`src/rtl/hkspi_responder_if.sv`:
```
// ---------------------------------------------------------------------------
// hkspi_responder_if
//
// Register-file bus between the housekeeping SPI responder and the
// housekeeping register file.
//   reg_addr   8  register address
//   reg_wdata  8  write data, valid while reg_we is high
//   reg_we     1  one-cycle write strobe
//   reg_re     1  one-cycle read strobe
//   reg_rdata  8  read data, valid the cycle after reg_re
// Modports:
//   master  the SPI responder (issues strobes, consumes read data)
//   slave   the register file (consumes strobes, returns read data)
// ---------------------------------------------------------------------------
`timescale 1ns/1ps

interface hkspi_responder_if;
  logic [7:0] reg_addr;
  logic [7:0] reg_wdata;
  logic       reg_we;
  logic       reg_re;
  logic [7:0] reg_rdata;

  modport master (
    output reg_addr,
    output reg_wdata,
    output reg_we,
    output reg_re,
    input  reg_rdata
  );

  modport slave (
    input  reg_addr,
    input  reg_wdata,
    input  reg_we,
    input  reg_re,
    output reg_rdata
  );
endinterface

```
`src/rtl/hkspi_responder.sv`:
```
// ---------------------------------------------------------------------------
// hkspi_responder
//
// Housekeeping SPI target. Decodes command byte / address byte / data stream
// and turns it into single-cycle read and write strobes on the register bus.
// The SPI pins are oversampled in the clock domain; nothing runs on SCK.
//
// Ports:
//   clock    system clock, all state changes on its rising edge
//   resetb   synchronous active-low reset
//   sck      SPI clock (mode 0), asynchronous
//   csb      SPI chip select, active low, asynchronous
//   sdi      SPI data in, MSB first
//   sdo      SPI data out, MSB first
//   sdo_oe   high while read data is being shifted out
//   bus      register-file bus (master side)
//
// Parameter:
//   CLK_PER_SCK_MIN  minimum clock cycles per SCK high/low phase; the first
//                    read bit is only ready in time when the low phase is at
//                    least this long. Not used by the logic itself.
// ---------------------------------------------------------------------------
`timescale 1ns/1ps

module hkspi_responder #(
  parameter int CLK_PER_SCK_MIN = 4
) (
  input  logic              clock,
  input  logic              resetb,
  input  logic              sck,
  input  logic              csb,
  input  logic              sdi,
  output logic              sdo,
  output logic              sdo_oe,
  hkspi_responder_if.master bus
);

  // Read data is loaded up to 4 cycles after the detected rise, so a shorter
  // SCK low phase cannot present the first read bit correctly.
  if (CLK_PER_SCK_MIN < 4) begin : g_sck_min_check
    $error("hkspi_responder: CLK_PER_SCK_MIN must be at least 4");
  end

  typedef enum logic [2:0] {
    IDLE,
    CMD,
    ADDR,
    DATA,
    DONE
  } state_t;

  state_t state_q, state_d;

  // Synchronizers; sck_prev is the edge-detect history flop.
  logic sck_s1, sck_s2, sck_prev;
  logic csb_s1, csb_s2;
  logic sdi_s1, sdi_s2;

  logic       sck_rise, sck_fall;
  logic       shifting;
  logic       byte_done;
  logic       last_byte;
  logic [7:0] byte_in;

  logic [2:0] bit_cnt;
  logic [2:0] byte_cnt;
  logic [6:0] shift_in;
  logic [7:0] shift_out;

  logic cmd_write;
  logic cmd_read;
  logic cnt_mode;   // non-zero count field: stop after byte_cnt data bytes
  logic inc_pend;   // address increment deferred behind a write strobe
  logic re_pend;    // read strobe deferred behind a write strobe
  logic re_dly;     // reg_re delayed one cycle: reg_rdata is valid now

  assign sck_rise  = sck_s2 & ~sck_prev;
  assign sck_fall  = ~sck_s2 & sck_prev;
  assign shifting  = (state_q == CMD) || (state_q == ADDR) || (state_q == DATA);
  assign byte_in   = {shift_in, sdi_s2};
  assign byte_done = shifting && sck_rise && (bit_cnt == 3'd7);
  assign last_byte = (state_q == DATA) && byte_done && cnt_mode && (byte_cnt == 3'd1);

  // -------------------------------------------------------------------------
  // State register
  // -------------------------------------------------------------------------
  always_ff @(posedge clock) begin
    if (!resetb) state_q <= IDLE;
    else         state_q <= state_d;
  end

  // -------------------------------------------------------------------------
  // Next-state logic
  // -------------------------------------------------------------------------
  always_comb begin
    // NOTE: state_d gets a default before the case so every path assigns it
    // and no latch is inferred.
    state_d = state_q;
    unique case (state_q)
      IDLE: if (!csb_s2) state_d = CMD;
      CMD:  if (byte_done) state_d = (byte_in[7] | byte_in[6]) ? ADDR : DONE;
      ADDR: if (byte_done) state_d = DATA;
      DATA: if (last_byte) state_d = DONE;
      DONE: state_d = DONE;
      default: state_d = IDLE;
    endcase
    // Chip select released: abandon whatever was in progress.
    if (csb_s2) state_d = IDLE;
  end

  // -------------------------------------------------------------------------
  // Datapath: synchronizers, shifters, strobes
  // -------------------------------------------------------------------------
  always_ff @(posedge clock) begin
    if (!resetb) begin
      // NOTE: the synchronizers are reset too, with csb held inactive, so the
      // FSM cannot see a phantom chip-select right after reset.
      sck_s1        <= 1'b0;
      sck_s2        <= 1'b0;
      sck_prev      <= 1'b0;
      csb_s1        <= 1'b1;
      csb_s2        <= 1'b1;
      sdi_s1        <= 1'b0;
      sdi_s2        <= 1'b0;
      bit_cnt       <= '0;
      byte_cnt      <= '0;
      shift_in      <= '0;
      shift_out     <= '0;
      cmd_write     <= 1'b0;
      cmd_read      <= 1'b0;
      cnt_mode      <= 1'b0;
      inc_pend      <= 1'b0;
      re_pend       <= 1'b0;
      re_dly        <= 1'b0;
      sdo           <= 1'b0;
      sdo_oe        <= 1'b0;
      bus.reg_addr  <= '0;
      bus.reg_wdata <= '0;
      bus.reg_we    <= 1'b0;
      bus.reg_re    <= 1'b0;
    end else begin
      // NOTE: sequential state uses non-blocking assignments only; later
      // assignments in this block deliberately override the strobe defaults.
      sck_s1   <= sck;
      sck_s2   <= sck_s1;
      sck_prev <= sck_s2;
      csb_s1   <= csb;
      csb_s2   <= csb_s1;
      sdi_s1   <= sdi;
      sdi_s2   <= sdi_s1;

      bus.reg_we <= 1'b0;
      bus.reg_re <= 1'b0;
      re_dly     <= bus.reg_re;

      // Bit assembly; a partial byte is dropped when csb rises.
      if (!shifting || csb_s2) begin
        bit_cnt  <= '0;
        shift_in <= '0;
      end else if (sck_rise) begin
        shift_in <= byte_in[6:0];
        bit_cnt  <= bit_cnt + 3'd1;
      end

      // Second half of a write-then-read: advance address after the write.
      if (inc_pend) begin
        bus.reg_addr <= bus.reg_addr + 8'd1;
        bus.reg_re   <= re_pend;
        inc_pend     <= 1'b0;
        re_pend      <= 1'b0;
      end

      if (byte_done) begin
        unique case (state_q)
          CMD: begin
            cmd_write <= byte_in[7];
            cmd_read  <= byte_in[6];
            byte_cnt  <= byte_in[5:3];
            cnt_mode  <= |byte_in[5:3];
          end
          ADDR: begin
            bus.reg_addr <= byte_in;
            bus.reg_re   <= cmd_read;
          end
          DATA: begin
            if (cmd_write) begin
              bus.reg_wdata <= byte_in;
              bus.reg_we    <= 1'b1;
              inc_pend      <= 1'b1;
              re_pend       <= cmd_read & ~last_byte;
            end else begin
              bus.reg_addr <= bus.reg_addr + 8'd1;
              bus.reg_re   <= cmd_read & ~last_byte;
            end
            if (cnt_mode) byte_cnt <= byte_cnt - 3'd1;
          end
          default: ;
        endcase
      end

      // Mode 0 output: next bit appears after each falling edge.
      if (sck_fall && (state_q == DATA)) begin
        sdo       <= shift_out[7];
        shift_out <= {shift_out[6:0], 1'b0};
      end

      // Capture read data; only meaningful while still streaming data.
      if (re_dly && (state_q == DATA)) begin
        shift_out <= bus.reg_rdata;
        sdo_oe    <= 1'b1;
      end
      if (state_d != DATA) sdo_oe <= 1'b0;
    end
  end

endmodule

```
`src/flat_wrapper.sv`:
```
// flat-port wrapper written by rule: the top's interface ports become plain ports
module hkspi_responder_flat 
#(
  parameter int CLK_PER_SCK_MIN = 4
)
  (clock, resetb, sck, csb, sdi, sdo, sdo_oe, bus_reg_addr, bus_reg_wdata, bus_reg_we, bus_reg_re, bus_reg_rdata);
  hkspi_responder_if bus_i ();
  input  logic clock;
  input  logic resetb;
  input  logic sck;
  input  logic csb;
  input  logic sdi;
  output logic sdo;
  output logic sdo_oe;
  output wire logic [$bits(bus_i.reg_addr)-1:0] bus_reg_addr;
  output wire logic [$bits(bus_i.reg_wdata)-1:0] bus_reg_wdata;
  output wire logic [$bits(bus_i.reg_we)-1:0] bus_reg_we;
  output wire logic [$bits(bus_i.reg_re)-1:0] bus_reg_re;
  input wire logic [$bits(bus_i.reg_rdata)-1:0] bus_reg_rdata;
  assign bus_reg_addr = bus_i.reg_addr;
  assign bus_reg_wdata = bus_i.reg_wdata;
  assign bus_reg_we = bus_i.reg_we;
  assign bus_reg_re = bus_i.reg_re;
  assign bus_i.reg_rdata = bus_reg_rdata;
  hkspi_responder #(.CLK_PER_SCK_MIN(CLK_PER_SCK_MIN)) u_core (.clock(clock), .resetb(resetb), .sck(sck), .csb(csb), .sdi(sdi), .sdo(sdo), .sdo_oe(sdo_oe), .bus(bus_i));
endmodule
```
`config.mk`:
```
export PLATFORM = sky130hd
export DESIGN_NAME = hkspi_responder_flat
export DESIGN_NICKNAME = d
export VERILOG_FILES = /design/src/rtl/hkspi_responder_if.sv /design/src/rtl/hkspi_responder.sv /design/src/flat_wrapper.sv
export SDC_FILE = /design/constraint.sdc
export NUM_CORES = 1
export LEC_CHECK = 0
export CORE_ASPECT_RATIO = 0.5
export CORE_MARGIN = 2
export CORE_UTILIZATION = 35
export DETAILED_ROUTE_END_ITERATION = 10
export GPL_ROUTABILITY_DRIVEN = 0
export PLACE_DENSITY = 0.6
export SLEW_MARGIN = 0
export SYNTH_ARGS = -nofsm -noshare
export SYNTH_HDL_FRONTEND = slang
export SYNTH_SLANG_ARGS = --single-unit
```
`constraint.sdc`:
```
create_clock -name clock -period 3.8 [get_ports clock]
set_input_delay 0.57 -clock clock [delete_from_list [all_inputs] [get_ports clock]]
set_output_delay 0.57 -clock clock [all_outputs]
set_load 0.01 [all_outputs]
```
## Word level (Yosys, flattened, before mapping)

Cells that the tools add are included.

- Register bits after elaboration: 56
- Bits in latches: 0
- RAM bits: 0
- Bits in read-only memories: 0
- Input port bits: 13
- Output and inout bits: 20
- Memories kept: 0

- Add/subtract/negate cells: 3
- Multipliers: 0
- Div/mod/pow operators: 0
- Order comparisons: 0
- Equality and inequality tests: 8
- Shifts and indexed selects: 0
- Muxes and demuxes: 23
- Bitwise operators: 8
- Reduce and logical (&&, ||, !) cells: 21

Operators by type and width:

| operator | number |
|---|---|
| $mux W8 | 5 |
| $mux W3 | 6 |
| $pmux W8 S2 | 1 |
| $pmux W3 S5 | 1 |
| $reduce_and A3 Y1 | 3 |
| $add A8 B1 Y8 const B | 1 |
| $mux W1 | 8 |
| $logic_and A1 B1 Y1 | 7 |
| $eq A3 B1 Y1 const B | 2 |
| $eq A3 B2 Y1 const B | 2 |
| $eq A3 B3 Y1 const B | 2 |
| $pmux W3 S2 | 1 |
| $not A1 Y1 | 4 |
| $reduce_bool A2 Y1 | 2 |
| $reduce_or A2 Y1 | 2 |
| $add A3 B1 Y3 const B | 1 |
| $and A1 B1 Y1 | 3 |
| $logic_not A3 Y1 | 1 |
| $logic_or A1 B1 Y1 | 3 |
| $ne A3 B2 Y1 const B | 1 |
| $reduce_or A3 Y1 | 1 |
| $sub A3 B1 Y3 const B | 1 |
| $ne A2 B1 Y1 const B | 1 |
| $pmux W1 S2 | 1 |
| other kinds (3) | 3 |

## Depth between registers and ports, before layout

- Depth in word-level cells: 13
- Depth in mapped cells: 8
- Mapped depth without buffers: 7

## Least setup slack after synthesis

No wires, ideal clock.

- Path kind: register to register
- Start point: register u_core.bit_cnt[0]
- End point: register u_core.byte_cnt[2]
- Arrival: 1.660 ns
- Setup slack: 2.013 ns
- Stages on the path, launching flop included: 8
- Buffers on the path: 0
- Cells stage by stage: dfxtp_1 -> ha_1 -> ha_1 -> nand3b_1 -> nor3_1 -> o21ai_0 -> a22oi_1 -> nor2_1

- Longest elaborated chain between the ends: 3

Ends and longest elaborated chain:

| what | line | source |
|---|---|---|
| start: declaration | hkspi_responder.sv:65 | `logic [2:0] bit_cnt;` |
| start signal: assignment | hkspi_responder.sv:162 | `bit_cnt <= bit_cnt + 3'd1;` |
| $eq A3 B3 Y1 | hkspi_responder.sv:81 | `assign byte_done = shifting && sck_rise && (bit_cnt == 3'd7);` |
| $logic_and A1 B1 Y1 | hkspi_responder.sv:81 |  |
| $reduce_and A3 Y1 (no source line) | - |  |
| end signal: assignment | hkspi_responder.sv:178 | `byte_cnt <= byte_in[5:3];` |
| end signal: assignment | hkspi_responder.sv:195 | `if (cnt_mode) byte_cnt <= byte_cnt - 3'd1;` |
| end: declaration | hkspi_responder.sv:66 | `logic [2:0] byte_cnt;` |

Every way passes these cells.
A chain may end at the register's enable or synchronous reset.

==> impl_metrics.env <==
export IMPL_worstSkewPairLatency_ps=290
export IMPL_power_switching_uw=222
export IMPL_status="finished, final reports clean"
export IMPL_core_area_um2=6860
export IMPL_grt_pass1_wl_um=10600
export IMPL_synth_ff_type="dfxtp_1"
export IMPL_ys_types=50
export IMPL_ioPinCount=33
export IMPL_crit_path_cell_trace="clkdlybuf4s50_1"
export IMPL_worst_pin_slew_ps=870
export IMPL_grt_use_total_pct=16.3
export IMPL_ys_async_sr_fraction_pct=0
export IMPL_rsz0062_at_grt="false"
export IMPL_synth_nets=318
export IMPL_skew_ps=7.83
export IMPL_swShare_pct=19.4
export IMPL_dieHeight_um=64.3
export IMPL_dp_hpwl_um=4450
export IMPL_cts_tree="built"
export IMPL_clockBufferDepth=2
export IMPL_via_per_inst=5.26
export IMPL_reg2reg_slack_ps=1710
export IMPL_critPathLaunchType="flip-flop"
export IMPL_fin_nets=343
export IMPL_slowest_delay_ps=640
export IMPL_vias=2197
export IMPL_cts_num_sinks=56
export IMPL_synth_edf_count=0
export IMPL_antenna_found_initial=0
export IMPL_synth_top_family_by_area="simple AND/OR/NAND/NOR gates"
export IMPL_wl_um=6110
export IMPL_seqPwrFrac_pct=52.0
export IMPL_whs_path_depth=1
export IMPL_worstSetupPathType="flip-flop to primary output"
export IMPL_path_buf_inv=1
export IMPL_cts_buffers=5
export IMPL_antenna_cells=0
export IMPL_fmaxAchievable_mhz=471
export IMPL_cp_top_family="buffers and inverters"
export IMPL_place_ws_ps=1380
export IMPL_postCtsSetupBuffers=0
export IMPL_path_clk_slew_ps=70
export IMPL_synth_area_top_cells="dfxtp_1, nand2_1, a21oi_1"
export IMPL_syn_area_um2=2540
export IMPL_yosysTopAreaCell="dfxtp_1"
export IMPL_worstPathRequired_ps=3230
export IMPL_post_cts_resized=0
export IMPL_finalPower_uw=1140
export IMPL_syn_area_per_cell_um2=8.47
export IMPL_p_clk_share_pct=45.4
export IMPL_grt_ovfl_total=0
export IMPL_drtPass1Iterations=4
export IMPL_synthCells=300
export IMPL_period_needed_ps=2120
export IMPL_final_setup_tns_ps=0
export IMPL_ys_seq_area_share_pct=44.1
export IMPL_peakVddDrop_uv=214
export IMPL_num_rows=21
export IMPL_grt_max_degree=34
export IMPL_setup_viol=0
export IMPL_synthSimpleGateAreaFrac_pct=27.7
export IMPL_power_density_nw_per_um2=371
export IMPL_die_x_um=125
export IMPL_finalHoldViolCount=0
export IMPL_p_int_uw=919
export IMPL_r2r_start="u_core.bit_cnt[0]$_SDFFE_PP0N_"
export IMPL_synth_fa_ha_area_share_pct=2.46
export IMPL_cp_slowest_cell="clkdlybuf4s50_1"
export IMPL_worstHoldEndpoint="u_core.csb_s2$_SDFF_PN1_"
export IMPL_layout_setup_ws_ps=1680
export IMPL_synthXorXnorAreaFrac_pct=2.41
export IMPL_cts_root_buffer="clkbuf_16"
export IMPL_critPathMaxFanout=15
export IMPL_dieArea_um2=8000
export IMPL_final_antenna_net_count=0
export IMPL_synth_warnings=0
export IMPL_leakage_uw=0.00103
export IMPL_min_from="u_core.csb_s1$_SDFF_PN1_"
export IMPL_synth_compound_area_share_pct=17.6
export IMPL_synth_top_area_share_pct=44.1
export IMPL_syn_to_final_growth_pct=20.9
export IMPL_yosys_mux_area_fraction_pct=1.57
export IMPL_reg2regPathDepth=7
export IMPL_drt_iter0_drc=187
export IMPL_slew_headroom_pct=41.9
export IMPL_route_detailed_drc=0
export IMPL_wl_per_cell_um=14.6
export IMPL_drive_above_1_share_pct=5.21
export IMPL_pwr_share_comb_pct=2.6
export IMPL_holdBufCountCts=0
export IMPL_cap_violations=0
export IMPL_end_kind="primary output"
export IMPL_r2r_end="u_core.byte_cnt[2]$_SDFFE_PN0P_"
export IMPL_portBuffers=32
export IMPL_initial_utilization_pct=37.1
export IMPL_htree_levels=2
export IMPL_arrival_ps=1550
export IMPL_finalMaxSlewViolations=0
export IMPL_post_route_period_util_pct=55.9
export IMPL_min_path_type="flip-flop to flip-flop"
export IMPL_grt_pass1_vias=2131
export IMPL_crit_cells=1
export IMPL_ys_ff_latch=56
## power groups by stage
stage                     clock network [µW]  logic [µW]  registers (µW)
after global placement                     0        29.4             607
after CTS                                531        30.2             593
after global routing                     562        33.3             594
final                                    518        30.0             593
after detailed placement                   0        30.0             607
after floorplan                            0        15.2             605
## how the worst max path moves through the flow
stage	slack, ps	start	endpoint
floorplan	2010	u_core.bit_cnt[0]$_SDFFE_PP0N_	u_core.byte_cnt[2]$_SDFFE_PN0P_
global placement	1480	resetb	u_core.shift_in[1]$_SDFFE_PP0N_
detailed placement	1380	resetb	u_core.shift_in[6]$_SDFFE_PP0N_
CTS	1640	u_core.inc_pend$_SDFF_PN0_	bus_reg_we
global route	1470	u_core.state_q[0]$_SDFF_PN0_	u_core.shift_out[7]$_SDFFE_PN0P_
finish	1680	u_core.inc_pend$_SDFF_PN0_	bus_reg_we
## logic make-up after synthesis
kind of cell    count (synthesis)
simple gates                  134
compound gates                 72
flops                          56
xor+xnor                        7
mux                             4
buf+inv                        22
fa+ha+maj                       5
## registers in the layout, indices dropped and copies added, names as in the netlist, 3 cells and up
signal,cells
u_core.bit_cnt,3
u_core.shift_out,8
u_core.state_q,3
u_core.bus.reg_addr,8
u_core.byte_cnt,3
u_core.shift_in,7
u_core.bus.reg_wdata,8
## metrics by stage
step	std cells	hold slack [ps]	instance area [µm²]	utilization, %
floorplan	300	386	2540	-
global placement	410	399	2910	42.4
detailed placement	410	398	2910	42.4
CTS	418	415	3070	44.8
global route	418	440	3070	44.8
finish	418	415	3070	44.8
## layout make-up
class,count,area [µm²]
clock buffers,6,129
inverters,7,26.3
well taps,92,115
clock inverters,2,38.8
fillers,671,3780
repair buffers,33,328
flip-flops and latches,56,1120
multi-input cells,222,1320
## cell usage after synthesis, types with 4 or more instances
cell      instances
dfxtp_1          56
nand3_1          13
nand2_1          57
nor2b_1           4
nand2b_1          6
o21ai_0          11
nor2_1           20
nor3_1            5
mux2i_1           4
or3_1             4
a311oi_1          4
clkbuf_1          9
xnor2_1           6
and2_1            7
a21oi_1          32
ha_1              5
a31oi_1           4
a211oi_1          8
inv_1             5
## metal layers
metal / vias to the layer above / GRT usage (%) / wire [µm]
li1: 1107 / - / -
met1: 1024 / 22.9 / 2950
met2: 64 / 25.8 / 2680
met3: 2 / 3.85 / 443
met4: 0 / 2.95 / 28
met5: - / 0 / 0
## cells in the final DEF (no fill, tap or decap), types with 6 or more instances in the layout
cell type        count
nand2b_1             6
xnor2_1              6
nand3_1             13
nor2_1              20
dfxtp_1             56
a211oi_1             8
and2_1               7
nand2_1             57
a21oi_1             32
clkdlybuf4s50_1     32
o21ai_0             11
(Power assumes the default switching activity.)
